<file path="src/rtl/apb_spi_pkg.sv">
// rtl/apb_spi_pkg.sv - shared constants and types for the APB SPI front-end
//
// Contents:
//   OFS_*              byte offsets of the four SPI registers inside the 64-byte window
//   REG_IDX_*          strobe bit positions (o_WRn / o_DRn index)
//   SYNC_MASK_DEFAULT  default RF sync pattern mask (bit 0 = newest sample)
//   sck_div_e          SCK divider codes held in CONFIG[1:0]
//   spi_config_t       CONFIG register field layout
//   sck_div_ratio()    PCLK-to-SCK division ratio for a divider code

package apb_spi_pkg;

    localparam logic [5:0] OFS_CONFIG = 6'h00;
    localparam logic [5:0] OFS_STATUS = 6'h00;
    localparam logic [5:0] OFS_TX     = 6'h04;
    localparam logic [5:0] OFS_RX     = 6'h04;
    localparam logic [5:0] OFS_REG2   = 6'h08;
    localparam logic [5:0] OFS_CMD    = 6'h0C;

    localparam int NUM_REGS   = 4;
    localparam int REG_IDX_0  = 0;
    localparam int REG_IDX_1  = 1;
    localparam int REG_IDX_2  = 2;
    localparam int REG_IDX_3  = 3;

    localparam logic [63:0] SYNC_MASK_DEFAULT = 64'h3E00_000F_8000_00FF;

    typedef enum logic [1:0] {
        SCK_DIV2  = 2'b00,
        SCK_DIV4  = 2'b01,
        SCK_DIV8  = 2'b10,
        SCK_DIV16 = 2'b11
    } sck_div_e;

    typedef struct packed {
        logic [1:0] rsvd;
        logic [1:0] mode;
        logic [1:0] slave;
        sck_div_e   sck;
    } spi_config_t;

    function automatic int sck_div_ratio(input sck_div_e code);
        return 2 << int'(code);
    endfunction

endpackage

</file>
<file path="src/rtl/apb_sync_detect.sv">
// rtl/apb_sync_detect.sv - RF sync-word detector with sticky packet flag
//
// Ports:
//   clk        in   clock
//   rst        in   synchronous active-high reset
//   rfin       in   RF pulse; a pulse anywhere in a bit period marks a 1
//   sh_en      in   one-cycle bit-period tick; shifts the latched sample in
//   status_rd  in   STATUS read strobe; clears pkt_rec
//   pkt_rec    out  sticky sync-received flag

module apb_sync_detect
    import apb_spi_pkg::*;
#(
    parameter int                SYNC_W    = 64,
    parameter logic [SYNC_W-1:0] SYNC_MASK = SYNC_W'(SYNC_MASK_DEFAULT)
) (
    input  logic clk,
    input  logic rst,
    input  logic rfin,
    input  logic sh_en,
    input  logic status_rd,
    output logic pkt_rec
);

    logic              lat;
    logic [SYNC_W-1:0] sr;
    logic              match;

    always_comb begin
        match = ((sr & SYNC_MASK) == SYNC_MASK);
    end

    always_ff @(posedge clk) begin
        if (rst) begin
            sr      <= '0;
            lat     <= 1'b0;
            pkt_rec <= 1'b0;
        end else begin
            // A match empties the register so the same word cannot re-trigger;
            // any sample arriving on that cycle is deliberately discarded.
            if (match) begin
                sr <= '0;
            end else if (sh_en) begin
                sr <= {sr[SYNC_W-2:0], lat | rfin};
            end

            // The latch spans one bit period; a pulse on the tick itself is
            // consumed directly by the shift above.
            if (sh_en) begin
                lat <= 1'b0;
            end else if (rfin) begin
                lat <= 1'b1;
            end

            // Set beats clear so a detection is never lost to a coincident read.
            if (match) begin
                pkt_rec <= 1'b1;
            end else if (status_rd) begin
                pkt_rec <= 1'b0;
            end
        end
    end

endmodule

</file>
<file path="src/rtl/apb_spi_bridge.sv">
// rtl/apb_spi_bridge.sv - APB slave front-end for the SPI master register file
//
// Ports:
//   i_PCLK, i_PRESET             clock, synchronous active-high reset
//   i_PSEL0, i_PENABLE, i_PWRITE APB control
//   i_PADDR[15:0], i_PWDATA[7:0] APB address / write data
//   i_PRDATA[7:0]                read data from the register file
//   i_BASE_ADDR[9:0]             window base, compared with i_PADDR[15:6]
//   o_WR0..3                     write strobes: CONFIG, TX, reg2, CMD
//   o_DR0..3                     read strobes: STATUS, RX, reg2, reg3
//   PREADY                       APB ready (zero wait states)
//   o_PWDATA[7:0]                write data to the register file
//   o_PRDATA[7:0]                read data to the APB master
//   rfin, sh_en                  RF pulse input and bit-period tick
//   pkt_rec                      sticky sync-word-received flag

module apb_spi_bridge
    import apb_spi_pkg::*;
#(
    parameter int                SYNC_W    = 64,
    parameter logic [SYNC_W-1:0] SYNC_MASK = SYNC_W'(SYNC_MASK_DEFAULT)
) (
    input  logic       i_PCLK,
    input  logic       i_PRESET,
    input  logic       i_PSEL0,
    input  logic       i_PENABLE,
    input  logic       i_PWRITE,
    input  logic [15:0] i_PADDR,
    input  logic [7:0] i_PWDATA,
    input  logic [7:0] i_PRDATA,
    input  logic [9:0] i_BASE_ADDR,
    output logic       o_WR0,
    output logic       o_WR1,
    output logic       o_WR2,
    output logic       o_WR3,
    output logic       o_DR0,
    output logic       o_DR1,
    output logic       o_DR2,
    output logic       o_DR3,
    output logic       PREADY,
    output logic [7:0] o_PWDATA,
    output logic [7:0] o_PRDATA,
    input  logic       rfin,
    input  logic       sh_en,
    output logic       pkt_rec
);

    logic                access;
    logic                base_hit;
    logic [5:0]          ofs;
    logic [NUM_REGS-1:0] reg_sel;
    logic [NUM_REGS-1:0] wr_str;
    logic [NUM_REGS-1:0] rd_str;

    always_comb begin
        // Reset gates the access so every combinational output is low
        // while reset is held, including an aborted access phase.
        access   = i_PSEL0 & i_PENABLE & ~i_PRESET;
        base_hit = (i_PADDR[15:6] == i_BASE_ADDR);
        ofs      = i_PADDR[5:0];

        // Exact offset compare also rejects misaligned addresses and
        // offsets beyond the last register.
        reg_sel = '0;
        if (base_hit) begin
            reg_sel[REG_IDX_0] = (ofs == OFS_CONFIG);
            reg_sel[REG_IDX_1] = (ofs == OFS_TX);
            reg_sel[REG_IDX_2] = (ofs == OFS_REG2);
            reg_sel[REG_IDX_3] = (ofs == OFS_CMD);
        end

        wr_str = (access &  i_PWRITE) ? reg_sel : '0;
        rd_str = (access & ~i_PWRITE) ? reg_sel : '0;
    end

    assign o_WR0 = wr_str[REG_IDX_0];
    assign o_WR1 = wr_str[REG_IDX_1];
    assign o_WR2 = wr_str[REG_IDX_2];
    assign o_WR3 = wr_str[REG_IDX_3];
    assign o_DR0 = rd_str[REG_IDX_0];
    assign o_DR1 = rd_str[REG_IDX_1];
    assign o_DR2 = rd_str[REG_IDX_2];
    assign o_DR3 = rd_str[REG_IDX_3];

    // Every access completes, decoded or not, so a stray address cannot hang the bus.
    assign PREADY   = access;
    assign o_PWDATA = (access & i_PWRITE) ? i_PWDATA : 8'h00;
    assign o_PRDATA = (|rd_str) ? i_PRDATA : 8'h00;

    apb_sync_detect #(
        .SYNC_W    (SYNC_W),
        .SYNC_MASK (SYNC_MASK)
    ) u_sync (
        .clk       (i_PCLK),
        .rst       (i_PRESET),
        .rfin      (rfin),
        .sh_en     (sh_en),
        .status_rd (rd_str[REG_IDX_0]),
        .pkt_rec   (pkt_rec)
    );

endmodule

</file>
<file path="config.mk">
export PLATFORM = sky130hd
export DESIGN_NAME = apb_spi_bridge
export DESIGN_NICKNAME = d
export VERILOG_FILES = /design/src/rtl/apb_spi_pkg.sv /design/src/rtl/apb_sync_detect.sv /design/src/rtl/apb_spi_bridge.sv
export SDC_FILE = /design/constraint.sdc
export NUM_CORES = 1
export LEC_CHECK = 0
export CAP_MARGIN = 20
export CORE_ASPECT_RATIO = 1.4
export CORE_MARGIN = 2
export CORE_UTILIZATION = 49
export DETAILED_ROUTE_END_ITERATION = 12
export PLACE_DENSITY = 0.92
export SETUP_SLACK_MARGIN = 0.05
export SLEW_MARGIN = 20
export SYNTH_ARGS = -nofsm -noshare
export SYNTH_HDL_FRONTEND = slang
export SYNTH_HIERARCHICAL = 1
export SYNTH_SLANG_ARGS = --single-unit
</file>
<file path="constraint.sdc">
create_clock -name i_PCLK -period 3.7 [get_ports i_PCLK]
set_clock_uncertainty 0.15 [all_clocks]
set_input_delay 1.11 -clock i_PCLK [delete_from_list [all_inputs] [get_ports i_PCLK]]
set_output_delay 1.11 -clock i_PCLK [all_outputs]
set_load 0.01 [all_outputs]
</file>
Yosys cells after proc, flatten, opt, wreduce, memory -nomap -nowiden
Cells that the tools add are included.

word-level totals
  output and inout port bits = 26
  bits in registers = 64
  logic and storage cells = 27
  input bits = 49

cells by class
  mux-type cells = 7
  reduce and logical (&&, ||, !) cells = 5
  bitwise gates (word level) = 7
  equality and inequality tests = 5

operators by type and width
  cell                    count
  $eq A18 B18 Y1 const B  1
  $mux W8                 2
  $eq A6 B4 Y1 const B    2
  $mux W4                 3
  $eq A10 B10 Y1          1
  $eq A6 B3 Y1 const B    1
  $logic_not A6 Y1        1
  $and A1 B1 Y1           4
  $reduce_or A2 Y1        2
  $reduce_or A4 Y1        1
  $mux W1                 2
  $not A1 Y1              2
  $reduce_bool A2 Y1      1
  $or A1 B1 Y1            1

Depth between registers and ports, before layout
  depth after elaboration = 6
  gate-level depth with buffers = 7
  mapped depth without buffers = 6

Hierarchy
The synthesis kept the hierarchy.

by module, submodules not included
  module           area each (µm²)  cells an instance  instances  sequential area each (µm²)
  apb_sync_detect  2635.0           227                1          1281.2
  apb_spi_bridge   356.6            49                 1          0.0

Least setup slack after synthesis
OpenSTA, ideal clock, no wires.

  path kind = input -> output
  start = input i_PADDR[1]
  end = output o_DR0
  slack = 0.108 ns
  data arrival time = 2.332 ns
  path buffers = 1
  stages = 5
  data required time = 2.440 ns
  cell sequence = or4_1 -> nor2_1 -> and4_4 -> buf_6 -> nor3b_2

on the way
  longest elaborated chain between the ends = 3

RTL lines
  element             RTL line              RTL
  start: declaration  apb_spi_bridge.sv:28  input logic [15:0] i_PADDR,
  $logic_not A6 Y1    apb_spi_bridge.sv:66  reg_sel[REG_IDX_0] = (ofs == OFS_CONFIG);
  $mux W4             apb_spi_bridge.sv:65  if (base_hit) begin
  $mux W4             apb_spi_bridge.sv:73  rd_str = (access & ~i_PWRITE) ? reg_sel : '0;
  end: declaration    apb_spi_bridge.sv:36  output logic o_DR0,

No other way between the ends.

Worst setup path after layout
  start = input i_PADDR[4]
  end = output o_WR2

on the way
  longest elaborated chain between the ends = 3

RTL lines
  element           RTL line              RTL
  $eq A6 B4 Y1      apb_spi_bridge.sv:68  reg_sel[REG_IDX_2] = (ofs == OFS_REG2);
  $mux W4           apb_spi_bridge.sv:65
  $mux W4           apb_spi_bridge.sv:72  wr_str = (access & i_PWRITE) ? reg_sel : '0;
  end: declaration  apb_spi_bridge.sv:34  output logic o_WR2,

No other way between the ends.

==> flow_metrics.py <==
metrics = {
    "synth": {
        "synth_edf_count": 0,
        "yosysSeqAreaShare": 0.428,
        "syn_area_mm2": 0.00299,
        "synthArstFlopShare": 0,
        "avgSynthCellArea_um2": 10.8,
        "yosysWarningCount": 6,
        "ys_types": 30,
        "synth_cells": 276,
        "synthFlopType": "dfxtp_1",
        "syn-num-nets": 325,
        "ys_seq_elements": 64,
    },
    "layout": {
        "final_cell_mix": "dfxtp_1, mux2i_1, a211oi_1, clkdlybuf4s50_1, buf_4",
        "syn2layout_area_growth_pct": 34.9,
        "layout-drive-gt1-share": 0.257,
        "nets": 398,
        "diodes": 0,
        "mostFrequentLayoutCell": "dfxtp_1",
        "final_cells": 424,
    },
    "setup_path": {
        "critPathKind": "input port to primary output",
        "critPathArrivalTime_ps": 2540,
        "cp-start-kind": "input port",
        "critical_path.max_fanout": 3,
        "required_ps": 2440,
        "end_kind": "primary output",
    },
    "grt": {
        "met3_usage": 0.0405,
        "grt_pass1_wl_mm": 11.2,
        "grtUsageMet2": 0.377,
        "grt_util_met1": 0.243,
        "grt_pass1_vias": 2341,
        "antenna_found_initial": 0,
        "grtUsageTotal": 0.211,
        "gr-total-overflow": 0,
        "grt_start_max_net_pins": 66,
        "busiest_layer": "met2",
    },
    "timing": {
        "grt_setup_unrepaired": "true",
        "finalSetupViolCount": 14,
        "period_share": 1.03,
        "tightestPinTransition_ps": 675,
        "period_minus_slack_ps": 3800,
        "fin_setup_tns_ps": -1040,
        "timing.slew.headroom": 0.550,
        "finalHoldViolations": 0,
        "max_freq_mhz": 263,
        "fin_ws_ps": -96.2,
        "slew_viol_final": 0,
    },
    "route": {
        "ant_nets": 0,
        "via_count": 2373,
        "viasPerCell": 5.60,
        "wl_per_cell_um": 16.4,
        "dr.first_iter.drc_count": 73,
        "routed_wl_mm": 6.94,
        "drc": 0,
        "firstDrtPassIters": 4,
    },
    "die": {
        "initial_core_util": 0.510,
        "dieArea_mm2": 0.00675,
        "die_x_um": 70.0,
        "die_h_um": 96.5,
        "placementRows": 33,
        "ioPinCount": 75,
        "fp.coreArea_mm2": 0.00586,
    },
    "clocking": {
        "h-tree-depth": 3,
        "clk_pin_slew_ps": 70,
        "root_buffer": "clkbuf_8",
        "clock_path_buffers": 2,
        "cts_tree": "done",
        "cts_buffers": 9,
        "clock_latency_ps": 340,
        "clock-sinks": 64,
        "postCtsHoldBufs": 0,
    },
    "power_and_ir_drop": {
        "worst_ir_drop_vdd_v": 0.000285,
        "power_leakage_nw": 1.60,
        "p_per_area_mw_per_mm2": 364,
    },
    "placed_design": {
        "placed_cells": 401,
        "dp_hpwl_mm": 4.28,
        "portBuffers": 74,
        "gp_congestion": 0.829,
    },
    "status": {
        "failed_checks": "setup timing",
        "outcome": "complete, but fails checks",
    },
    "min_path": {
        "hp-class": "register to register",
    },
    "run": {
        "cap_violations": 0,
    },
}
final cells by class:
cell class                 instances  area, um2
timing repair buffer              90        801
multi-input combinational        184       1650
clock inverter                     3       65.1
sequential                        64       1280
clock buffer                      13        149
tap                               70       87.6
fill                             413       1830
worst paths after layout:
| check | slack [ps] | end | cells after the start | from |
|---|---|---|---|---|
| min reg2reg | 350 | u_sync/pkt_rec$_SDFFE_PP0P_ | 1 | u_sync/pkt_rec$_SDFFE_PP0P_ |
| min | 350 | u_sync/pkt_rec$_SDFFE_PP0P_ | 1 | u_sync/pkt_rec$_SDFFE_PP0P_ |
| max | -100 | o_WR2 | 7 | i_PADDR[4] |
| max reg2reg | 1650 | u_sync/sr[30]$_SDFFE_PP0P_ | 4 | u_sync/sr[4]$_SDFFE_PP0P_ |
Yosys cell counts, types with 5 or more instances:
master | n | area share
buf_4 | 6 | 0.015
and2_2 | 8 | 0.020
mux2i_1 | 61 | 0.20
clkbuf_1 | 11 | 0.014
nand4_1 | 5 | 0.010
xor2_1 | 10 | 0.029
a211oi_1 | 58 | 0.15
nor2_1 | 7 | 0.0088
buf_6 | 7 | 0.026
and2_1 | 8 | 0.017
dfxtp_1 | 64 | 0.43
through the flow:
stage / power, W / area (um2) / worst slack, ps / utilization / hold slack, ps
final: 0.00147 / 4040 / -96.2 / 0.688 / 350
after floorplan: 0.000766 / 2990 / 108 / - / 325
after global routing: 0.00151 / 4040 / -146 / 0.688 / 367
after global placement: 0.000830 / 3720 / -761 / 0.635 / 320
after detailed placement: 0.000831 / 3720 / -859 / 0.635 / 329
after CTS: 0.00147 / 4030 / -96.8 / 0.687 / 344
flip-flops by register name (all words and copies together), names as in the netlist:
register	count
u_sync/lat	1
u_sync/pkt_rec	1
u_sync/sr	62
cell families (layout without fill, tap and decap cells):
| logic type | count (synthesis) | after routing | share of synthesized area |
|---|---|---|---|
| flip-flops | 64 | 64 | 0.428 |
| buffers and inverters | 28 | 106 | 0.0619 |
| XOR/XNOR | 10 | 10 | 0.0293 |
| AO/OA/AOI/OAI | 64 | 64 | 0.167 |
| multiplexers | 61 | 61 | 0.204 |
| AND/OR/NAND/NOR | 49 | 49 | 0.109 |
timing repair:
item / in CTS / in global routing
resized for setup: 146 / 15
setup endpoints to repair: 25 / 16
gates cloned: 0 / 0
pin swaps: 27 / 9
setup buffers: 6 / 1
power by group:
part           switching (W)  internal, W
clock               0.000247     0.000398
sequential        0.00000137     0.000691
combinational      0.0000622    0.0000675
total               0.000311      0.00116
metal layers:
layer,wire [um],vias up
li1,-,1177
met1,2900,1133
met2,3660,44
met3,189,19
met4,189,0
met5,0,-
worst max-delay path: stages:
cell	delay, ps
buf_6	90
or4_4	530
nor2_4	110
nand4_1	120
buf_4	190
nor3b_2	200
buf_2	190
(Power assumes the default switching activity.)
